### src/rtl/uart_tx_fifo_if.sv
// uart_tx_fifo_if: valid/ready producer interface feeding the UART transmit FIFO.
//   s_data  : word to transmit (DATA_BITS wide)
//   s_valid : producer has a word on s_data
//   s_ready : FIFO can accept; a word moves on any edge with s_valid && s_ready
// master = producer side, slave = the uart_tx_fifo side.
interface uart_tx_fifo_if #(
    parameter int DATA_BITS = 8
);
    logic [DATA_BITS-1:0] s_data;
    logic                 s_valid;
    logic                 s_ready;

    modport master (
        output s_data,
        output s_valid,
        input  s_ready
    );

    modport slave (
        input  s_data,
        input  s_valid,
        output s_ready
    );
endinterface

### src/rtl/uart_tx_fifo.sv
// uart_tx_fifo: UART transmitter with an integrated transmit FIFO and baud divider.
// Words pushed through the valid/ready interface are queued and sent as
// start / DATA_BITS (LSB first) / [parity] / STOP_BITS frames, back to back
// while the FIFO holds data.
//
// Ports:
//   clk        : system clock, rising edge
//   reset      : synchronous active-low reset
//   s_if       : uart_tx_fifo_if.slave (s_data, s_valid, s_ready)
//   tx         : serial line, idle high, registered
//   tx_busy    : high whenever the FSM is not idle
//   fifo_count : words currently stored in the FIFO
//
// Configuration macro: UART_TX_PARITY_EN inserts a parity bit after the data
// bits (even, or odd when PARITY_ODD = 1). Without it the frame carries no
// parity and PARITY_ODD has no effect.
module uart_tx_fifo #(
    parameter int CLK_FREQUENCY = 100_000_000,
    parameter int BAUD_RATE     = 115200,
    parameter int DATA_BITS     = 8,
    parameter int STOP_BITS     = 1,
    parameter int FIFO_DEPTH    = 16,
    parameter int PARITY_ODD    = 0
) (
    input  logic                        clk,
    input  logic                        reset,
    uart_tx_fifo_if.slave               s_if,
    output logic                        tx,
    output logic                        tx_busy,
    output logic [$clog2(FIFO_DEPTH):0] fifo_count
);
    localparam int DIV   = (CLK_FREQUENCY + BAUD_RATE / 2) / BAUD_RATE;
    localparam int DIV_W = (DIV > 1) ? $clog2(DIV) : 1;
    localparam int PTR_W = $clog2(FIFO_DEPTH);
    localparam int CNT_W = PTR_W + 1;
    localparam int BIT_W = 4;

    localparam logic [DIV_W-1:0] DIV_LAST   = DIV_W'(DIV - 1);
    localparam logic [BIT_W-1:0] DATA_LAST  = BIT_W'(DATA_BITS - 1);
    localparam logic [BIT_W-1:0] STOP_LAST  = BIT_W'(STOP_BITS - 1);
    localparam logic [CNT_W-1:0] FULL_COUNT = CNT_W'(FIFO_DEPTH);

    // Elaboration-time guard against parameter sets the datapath cannot honour.
    if (DATA_BITS < 5 || DATA_BITS > 9 || (STOP_BITS != 1 && STOP_BITS != 2) ||
        FIFO_DEPTH < 2 || (FIFO_DEPTH & (FIFO_DEPTH - 1)) != 0 ||
        (PARITY_ODD != 0 && PARITY_ODD != 1) || DIV < 1) begin : g_bad_params
        $error("uart_tx_fifo: illegal parameter set");
    end

    typedef enum logic [2:0] {
        ST_IDLE   = 3'd0,
        ST_START  = 3'd1,
        ST_DATA   = 3'd2,
`ifdef UART_TX_PARITY_EN
        ST_PARITY = 3'd3,
`endif
        ST_STOP   = 3'd4
    } state_t;

`ifdef UART_TX_PARITY_EN
    // Parity of a payload word; odd = 1 inverts the even-parity result.
    function automatic logic calc_parity(input logic [DATA_BITS-1:0] d, input logic odd);
        return (^d) ^ odd;
    endfunction

    logic                 parity_r;
`endif

    logic [DATA_BITS-1:0] mem_r [FIFO_DEPTH];
    logic [PTR_W-1:0]     wr_ptr_r;
    logic [PTR_W-1:0]     rd_ptr_r;
    logic [CNT_W-1:0]     count_r;
    state_t               state_r;
    logic [DIV_W-1:0]     div_r;
    logic [BIT_W-1:0]     bit_cnt_r;
    logic [DATA_BITS-1:0] shift_r;
    logic                 tx_r;
    logic                 busy_r;

    logic                 full_s;
    logic                 empty_s;
    logic                 push_s;
    logic                 pop_s;
    logic                 bit_end_s;
    logic                 frame_end_s;
    logic [DATA_BITS-1:0] head_s;

    // FIFO status and handshake decode; pops happen only when a frame may start.
    always_comb begin
        full_s      = (count_r == FULL_COUNT);
        empty_s     = (count_r == '0);
        push_s      = s_if.s_valid && !full_s;
        bit_end_s   = (div_r == DIV_LAST);
        frame_end_s = (state_r == ST_STOP) && bit_end_s && (bit_cnt_r == STOP_LAST);
        head_s      = mem_r[rd_ptr_r];
        if (empty_s) begin
            pop_s = 1'b0;
        end else begin
            pop_s = (state_r == ST_IDLE) || frame_end_s;
        end
    end

    // FIFO storage; contents need no reset because the pointers define validity.
    always_ff @(posedge clk) begin
        if (push_s) begin
            mem_r[wr_ptr_r] <= s_if.s_data;
        end
    end

    // FIFO pointers and occupancy; a full FIFO refuses a push even on a pop cycle.
    always_ff @(posedge clk) begin
        if (!reset) begin
            wr_ptr_r <= '0;
            rd_ptr_r <= '0;
            count_r  <= '0;
        end else begin
            if (push_s) begin
                wr_ptr_r <= wr_ptr_r + PTR_W'(1);
            end
            if (pop_s) begin
                rd_ptr_r <= rd_ptr_r + PTR_W'(1);
            end
            case ({push_s, pop_s})
                2'b10:   count_r <= count_r + CNT_W'(1);
                2'b01:   count_r <= count_r - CNT_W'(1);
                default: count_r <= count_r;
            endcase
        end
    end

    // Frame FSM with baud divider; tx and tx_busy are registered here.
    always_ff @(posedge clk) begin
        if (!reset) begin
            state_r   <= ST_IDLE;
            div_r     <= '0;
            bit_cnt_r <= '0;
            shift_r   <= '0;
            tx_r      <= 1'b1;
            busy_r    <= 1'b0;
`ifdef UART_TX_PARITY_EN
            parity_r  <= 1'b0;
`endif
        end else begin
            // Divider idles at zero and wraps every bit time, so a frame
            // entered from IDLE or straight from STOP starts at phase zero.
            if (state_r == ST_IDLE || bit_end_s) begin
                div_r <= '0;
            end else begin
                div_r <= div_r + DIV_W'(1);
            end

            case (state_r)
                ST_IDLE: begin
                    if (pop_s) begin
                        state_r   <= ST_START;
                        shift_r   <= head_s;
                        bit_cnt_r <= '0;
                        tx_r      <= 1'b0;
                        busy_r    <= 1'b1;
`ifdef UART_TX_PARITY_EN
                        parity_r  <= calc_parity(head_s, 1'(PARITY_ODD));
`endif
                    end
                end
                ST_START: begin
                    if (bit_end_s) begin
                        state_r   <= ST_DATA;
                        tx_r      <= shift_r[0];
                        shift_r   <= shift_r >> 1;
                        bit_cnt_r <= '0;
                    end
                end
                ST_DATA: begin
                    if (bit_end_s) begin
                        if (bit_cnt_r == DATA_LAST) begin
`ifdef UART_TX_PARITY_EN
                            state_r   <= ST_PARITY;
                            tx_r      <= parity_r;
`else
                            state_r   <= ST_STOP;
                            tx_r      <= 1'b1;
`endif
                            bit_cnt_r <= '0;
                        end else begin
                            tx_r      <= shift_r[0];
                            shift_r   <= shift_r >> 1;
                            bit_cnt_r <= bit_cnt_r + BIT_W'(1);
                        end
                    end
                end
`ifdef UART_TX_PARITY_EN
                ST_PARITY: begin
                    if (bit_end_s) begin
                        state_r   <= ST_STOP;
                        tx_r      <= 1'b1;
                        bit_cnt_r <= '0;
                    end
                end
`endif
                ST_STOP: begin
                    if (frame_end_s) begin
                        // Chain straight into the next start bit when data waits.
                        if (pop_s) begin
                            state_r   <= ST_START;
                            shift_r   <= head_s;
                            bit_cnt_r <= '0;
                            tx_r      <= 1'b0;
                            busy_r    <= 1'b1;
`ifdef UART_TX_PARITY_EN
                            parity_r  <= calc_parity(head_s, 1'(PARITY_ODD));
`endif
                        end else begin
                            state_r <= ST_IDLE;
                            tx_r    <= 1'b1;
                            busy_r  <= 1'b0;
                        end
                    end else if (bit_end_s) begin
                        bit_cnt_r <= bit_cnt_r + BIT_W'(1);
                    end
                end
                default: begin
                    state_r <= ST_IDLE;
                    tx_r    <= 1'b1;
                    busy_r  <= 1'b0;
                end
            endcase
        end
    end

    // s_ready depends on the stored count only, never on s_valid.
    assign s_if.s_ready = ~full_s;
    assign tx           = tx_r;
    assign tx_busy      = busy_r;
    assign fifo_count   = count_r;
endmodule

### src/flat_wrapper.sv
// flat-port wrapper written by rule: the top's interface ports become plain ports
module uart_tx_fifo_flat 
#(
    parameter int CLK_FREQUENCY = 100_000_000,
    parameter int BAUD_RATE     = 115200,
    parameter int DATA_BITS     = 8,
    parameter int STOP_BITS     = 1,
    parameter int FIFO_DEPTH    = 16,
    parameter int PARITY_ODD    = 0
)
  (clk, reset, tx, tx_busy, fifo_count, s_if_s_data, s_if_s_valid, s_if_s_ready);
  uart_tx_fifo_if #(.DATA_BITS(DATA_BITS)) s_if_i ();
  input  logic clk;
  input  logic reset;
  output logic tx;
  output logic tx_busy;
  output logic [$clog2(FIFO_DEPTH):0] fifo_count;
  input wire logic [$bits(s_if_i.s_data)-1:0] s_if_s_data;
  input wire logic [$bits(s_if_i.s_valid)-1:0] s_if_s_valid;
  output wire logic [$bits(s_if_i.s_ready)-1:0] s_if_s_ready;
  assign s_if_i.s_data = s_if_s_data;
  assign s_if_i.s_valid = s_if_s_valid;
  assign s_if_s_ready = s_if_i.s_ready;
  uart_tx_fifo #(.CLK_FREQUENCY(CLK_FREQUENCY), .BAUD_RATE(BAUD_RATE), .DATA_BITS(DATA_BITS), .STOP_BITS(STOP_BITS), .FIFO_DEPTH(FIFO_DEPTH), .PARITY_ODD(PARITY_ODD)) u_core (.clk(clk), .reset(reset), .s_if(s_if_i), .tx(tx), .tx_busy(tx_busy), .fifo_count(fifo_count));
endmodule
### config.mk
export PLATFORM = sky130hd
export DESIGN_NAME = uart_tx_fifo_flat
export DESIGN_NICKNAME = d
export VERILOG_FILES = /design/src/rtl/uart_tx_fifo_if.sv /design/src/rtl/uart_tx_fifo.sv /design/src/flat_wrapper.sv
export SDC_FILE = /design/constraint.sdc
export NUM_CORES = 1
export LEC_CHECK = 0
export BUFFER_PORTS_ARGS = -buffer_cell sky130_fd_sc_hd__buf_2
export CORE_UTILIZATION = 56
export CTS_CLUSTER_DIAMETER = 50
export DETAILED_ROUTE_END_ITERATION = 8
export PLACE_DENSITY_LB_ADDON = 0.3
export SETUP_SLACK_MARGIN = 0.4
export SYNTH_ARGS = -nofsm -noshare
export SYNTH_HDL_FRONTEND = slang
export SYNTH_SLANG_ARGS = --single-unit
### constraint.sdc
create_clock -name clk -period 3.6 [get_ports clk]
set_input_delay 0.54 -clock clk [delete_from_list [all_inputs] [get_ports clk]]
set_output_delay 0.54 -clock clk [all_outputs]
set_load 0.005 [all_outputs]
Yosys cells after proc, flatten, opt, wreduce, memory -nomap -nowiden

Memories as Yosys holds them, arrays and structs flattened. A register that Yosys moved wholly into a read port is not among the register bits.
Cells that the tools add are included.

Reductions and logical operators: 18
Add/sub/neg operators: 6
Mux-type cells: 37
Bitwise operators: 3
Equal/unequal tests: 15

Operator list:

| kind                                              | count |
|---|---|
| two-way mux 8 bit                                 | 5 |
| two-way mux 4 bit                                 | 8 |
| case mux 8 bit (4 select lines)                   | 1 |
| case mux 4 bit (4 select lines)                   | 1 |
| two-way mux 3 bit                                 | 5 |
| two-way mux 1 bit                                 | 13 |
| adder 4 x 1 -> 4 bit (second input constant)      | 3 |
| case mux 3 bit (4 select lines)                   | 1 |
| adder 10 x 1 -> 10 bit (second input constant)    | 1 |
| == test 10 bit (second input constant)            | 1 |
| != test 2 x 1 -> 1 bit (second input constant)    | 5 |
| case mux 5 bit (2 select lines)                   | 1 |
| AND reduction 5 bit                               | 2 |
| AND reduction 4 bit                               | 2 |
| adder 5 x 1 -> 5 bit (second input constant)      | 1 |
| == test 5 bit (second input constant)             | 1 |
| zero test 5 bit                                   | 1 |
| subtractor 5 x 1 -> 5 bit (second input constant) | 1 |
| == test 4 x 3 -> 1 bit (second input constant)    | 1 |
| zero test 4 bit                                   | 1 |
| case mux 1 bit (4 select lines)                   | 1 |
| nonzero test 4 bit                                | 1 |
| OR reduction 2 bit                                | 2 |
| == test 3 x 1 -> 1 bit (second input constant)    | 1 |
| 14 further kinds                                  | 19 |

Memories: 1
Output and inout port bits: 8
RAM bits: 128
Bits of input ports: 11
Flip-flop bits (word level): 40

Memory list:

| memory       | words | bits a word | rd ports | clocked after Yosys merged registers in | wr ports | line               | RTL |
|---|---|---|---|---|---|---|---|
| u_core.mem_r | 16    | 8           | 1        | 1                                       | 1        | uart_tx_fifo.sv:69 | `logic [DATA_BITS-1:0] mem_r [FIFO_DEPTH];` |

Longest topological paths before layout

Depth after elaboration: 8
Gate-level depth with buffers: 15
Gate-level depth less buffers: 13

Worst setup path after synthesis

OpenSTA, ideal clock, no wires.

Path kind: register to register
Start: register u_core.bit_cnt_r[0]
End: register u_core.count_r[2] (netlist: u_core.fifo_count[2])
Period minus slack after synthesis: 3.341 ns
Setup time: 0.076 ns
Data arrival time: 3.265 ns
Path slack: 0.259 ns
Stages on the path, launching flop included: 15
Path buffers: 2
Path through: dfxtp_1 -> inv_1 -> ha_1 -> or3b_4 -> or4_4 -> buf_6 -> a21oi_4 -> ha_1 -> clkbuf_1 -> xor2_1 -> ha_1 -> a21oi_1 -> xor2_1 -> or3_1 -> a21boi_0

Word-level cells in the longest chain between the ends: 6
Elaborated cells on any way between the ends: 8

Ends and longest elaborated chain:

| item                                                                  | line                | RTL |
|---|---|---|
| start: declaration                                                    | uart_tx_fifo.sv:75  | `logic [BIT_W-1:0] bit_cnt_r;` |
| start signal: assignment                                              | uart_tx_fifo.sv:187 | `bit_cnt_r <= bit_cnt_r + BIT_W'(1);` |
| start signal: assignment                                              | uart_tx_fifo.sv:218 | `bit_cnt_r <= bit_cnt_r + BIT_W'(1);` |
| zero test 4 bit *                                                     | uart_tx_fifo.sv:94  | `frame_end_s = (state_r == ST_STOP) && bit_end_s && (bit_cnt_r == STOP_LAST);` |
| logical AND 1 bit *                                                   | uart_tx_fifo.sv:94  |  |
| logical OR 1 bit *                                                    | uart_tx_fifo.sv:99  | `pop_s = (state_r == ST_IDLE) \|\| frame_end_s;` |
| two-way mux 1 bit *                                                   | uart_tx_fifo.sv:96  | `if (empty_s) begin` |
| via u_core.pop_s                                                      | uart_tx_fifo.sv:83  | `logic pop_s;` |
| == test 2 x 1 -> 1 bit or == test 2 bit (tied branches)               | uart_tx_fifo.sv:123 | `case ({push_s, pop_s})` |
| case mux 5 bit (2 select lines) or nonzero test 2 bit (tied branches) | --                  |  |
| end signal: assignment                                                | uart_tx_fifo.sv:124 | `2'b10: count_r <= count_r + CNT_W'(1);` |
| end signal: assignment                                                | uart_tx_fifo.sv:125 | `2'b01: count_r <= count_r - CNT_W'(1);` |
| end signal: assignment                                                | uart_tx_fifo.sv:126 | `default: count_r <= count_r;` |
| end: declaration                                                      | uart_tx_fifo.sv:72  | `logic [CNT_W-1:0] count_r;` |

Mark *: on every way through the listed nets, which the timed path passes. The rest lies on a longest branch.
A chain may end at the register's enable or synchronous reset.

Worst setup path after layout

Start: register u_core.div_r[1]
End: register u_core.count_r[2] (netlist: u_core.fifo_count[2])

Word-level cells in the longest chain between the ends: 7
Elaborated cells on any way between the ends: 9

Ends and longest elaborated chain:

| item                                                                  | line                | RTL |
|---|---|---|
| start: declaration                                                    | uart_tx_fifo.sv:74  | `logic [DIV_W-1:0] div_r;` |
| start signal: assignment                                              | uart_tx_fifo.sv:149 | `div_r <= div_r + DIV_W'(1);` |
| == test 10 bit *                                                      | uart_tx_fifo.sv:93  | `bit_end_s = (div_r == DIV_LAST);` |
| logical AND 1 bit * (2 in series)                                     | uart_tx_fifo.sv:94  |  |
| logical OR 1 bit *                                                    | uart_tx_fifo.sv:99  |  |
| two-way mux 1 bit *                                                   | uart_tx_fifo.sv:96  |  |
| via u_core.pop_s                                                      | uart_tx_fifo.sv:83  |  |
| == test 2 x 1 -> 1 bit or == test 2 bit (tied branches)               | uart_tx_fifo.sv:123 |  |
| case mux 5 bit (2 select lines) or nonzero test 2 bit (tied branches) | --                  |  |

Marked as above.

==> results.ini <==
[status]
run_status=finished clean

[setup_path]
cp.arrival_ns=3.48
worstSetupPathType=register to register
critPathBufInv=0
cp-startpoint=u_core.div_r[1]
worstPathRequired_ns=3.96
worstSetupEndpointType=register
cp_top_family=simple AND/OR/NAND/NOR gates
slowest_stage=or4_4
crit_chain=ha_4, or3b_2, or4_4, a21oi_4, ha_4, xor2_1, ha_1, a21oi_2, xor2_1, or3_1, a21boi_1
start_kind=register
rr_startpoint=u_core.div_r[1]
slowest_delay_ns=0.61
worst-path-max-fanout=6

[clock_network]
cts.htree.levels=4
cts_root_buffer=clkbuf_16
cts_made_buffers=17
cts_tree=built
clk_latency_ns=0.43
clock_path_buffers=2
clk_pin_slew_ns=0.06
cts_sinks=172

[power]
p_sw_frac=0.300
powerDensity_nw_per_um2=669
seqPwrFrac=0.439
leakage_nw=2.68
power.switching_mw=1.65
pwr-share-comb=0.240
peakVddDrop_mv=0.432
clkPwrFrac=0.321
internal_power_mw=3.85

[sta]
final-max-slew-violation-count=0
finalCritPeriodShare=0.866
max_freq_mhz=321
tns_ns=0
hold_viol_final=0
fin_skew_ns=0.00669
period_needed_ns=3.12
setup_ws_ns=0.484
max-slew-margin-rel=0.398
hold_slack_ns=0.451
tightest_slew_ns=0.899
setup-violations-final=0
rsz0062_at_grt=yes

[place]
place_hpwl_um=9260
dpl.cell_count=708
pre_cts_ws_ns=0.314
gp_congestion=0.875
port-buffer-count=18
placed_cell_area_um2=7570

[global_route]
antenna_found_initial=0
globalRoute.totalOverflow=0
grt_start_max_net_pins=36
track_usage=0.230
grt_pass1_wl_um=22400
grt_pass1_vias=4159

[route]
drtAntennaViolNets=0
drc=0
drt_pass1_iterations=5
wl_um=14200
dr.first_iter.drc_count=384
wl_per_cell_um=19.1
vias=4371
vias_per_cell=5.88

[die]
dieHeight_um=117
die_x_um=117
start_util=0.578
placementRows=41
coreArea_um2=12700
dieArea_um2=13600
ios=19

[synth]
avgSynthCellArea_um2=13.6
synthesis.area_um2=7360
synth_warnings=0
ys.flop_type=edfxtp_1
syn_inst=539
synthDistinctLibCells=65
postSynth.asyncResetShare=0
yosysSeqAreaShare=0.642
syn_nets=561
synth_edf_count=128
synth-seq-cells=172

[cells_and_area]
diodes=0
drive_gt1_frac=0.161
layoutNonFillerInstCount=744
area_delta_synth_final_pct=11.8
final_cell_area_um2=8220
nets=581

[min_path]
min_path_type=register to register
hp-start=u_core.div_r[0]

[job]
maxCapViolCount=0

[cell type report]
cell class	count	area [um^2]
multi-input cells	330	2490
flip-flops and latches	172	4730
well taps	172	215
inverters	8	30.0
fillers	941	4500
clock inverters	15	149
clock buffers	17	425
repair buffers	30	180
[worst register-to-register path, delay by kind of cell, from the launching register on]
kind	cells	cell delay, ns
XOR/XNOR	2	0.32
flip-flops	1	0.37
AND/OR/NAND/NOR	3	1.41
adder cells (fa/ha/maj)	3	0.53
AO/OA/AOI/OAI	3	0.43
[power groups by stage]
stage | logic (mW) | clock network (mW) | registers, mW
after floorplan | 0.999 | 0 | 2.38
after global placement | 1.21 | 0 | 2.44
after detailed placement | 1.25 | 0 | 2.45
after CTS | 1.27 | 1.78 | 2.41
after global routing | 1.45 | 1.87 | 2.44
final | 1.32 | 1.76 | 2.41
[metal layers]
layer,track usage,routed length (um)
met1,0.328,6620
met2,0.342,6490
met3,0.0431,700
met4,0.115,427
met5,0,0
[cells in the mapped netlist (10+ instances only)]
master	n	area, um^2
o21ai_0	11	55.1
nand2_1	32	120
mux2i_1	60	601
a22oi_1	27	203
ha_1	11	138
nor2b_1	11	68.8
nand3_1	14	70.1
dfxtp_1	44	881
nor2_1	34	128
nor3_1	12	60.1
xor2_1	11	96.3
xnor2_1	10	87.6
clkbuf_1	20	75.1
and2_1	10	62.6
edfxtp_1	128	3840
[stage by stage]
| step | utilization | power, mW |
|---|---|---|
| after floorplan | - | 3.38 |
| after global placement | 0.595 | 3.65 |
| after detailed placement | 0.595 | 3.70 |
| after CTS | 0.641 | 5.46 |
| after global routing | 0.646 | 5.76 |
| final | 0.646 | 5.50 |
[worst paths after layout]
check / to / depth (start not counted) / slack, ns
worst max-delay path: u_core.fifo_count[2] / 11 / 0.48
worst min register to register: u_core.div_r[0] / 1 / 0.45
worst min-delay path: u_core.div_r[0] / 1 / 0.45
worst max register to register: u_core.fifo_count[2] / 11 / 0.48
[cells by family (layout without fill, tap and decap cells)]
kind of cell | after synthesis | in the layout | synth area share
xor gates and xnor gates | 21 | 21 | 0.0250
AOI/OAI and AO/OA | 85 | 85 | 0.0847
buffers and inverters | 37 | 70 | 0.0257
muxes | 65 | 65 | 0.0954
and+or+nand+nor | 148 | 148 | 0.108
adders and majority gates | 11 | 11 | 0.0187
DFF | 172 | 172 | 0.642
[cells in the final DEF, fill, tap and decap left out, types with 4 or more instances in the layout]
cell         n
buf_4       12
nor3_1      12
buf_2       18
nand3_1     14
inv_1        8
a21oi_1      6
mux2i_1     60
edfxtp_1   128
a22oi_1     27
mux4_2       4
clkbuf_16   17
and2_1      10
xnor2_1     10
nor2_1      34
dfxtp_1     40
a31oi_1      9
nand2b_1     5
clkinv_2     6
o21ai_0     11
nor2b_1     11
a32oi_1      7
nand2_1     32
xor2_1      11
ha_1         8
[sequential cells by signal, indices dropped and copies added, names as in the netlist, named ones only]
name,count
u_core.tx,1
u_core.bit_cnt_r,4
u_core.shift_r,8
u_core.mem_r,128
u_core.div_r,10
u_core.state_r,3
u_core.tx_busy,1
u_core.fifo_count,5
u_core.wr_ptr_r,4
u_core.rd_ptr_r,4
[timing repair]
action	in CTS	in global routing
gates resized for setup	3	9
pin swaps	1	3
hold buffers	0	0
gates cloned	0	0
setup buffers	0	4
endpoints found under the setup margin	2	2
Note: power is estimated with default switching activity, not from simulation.
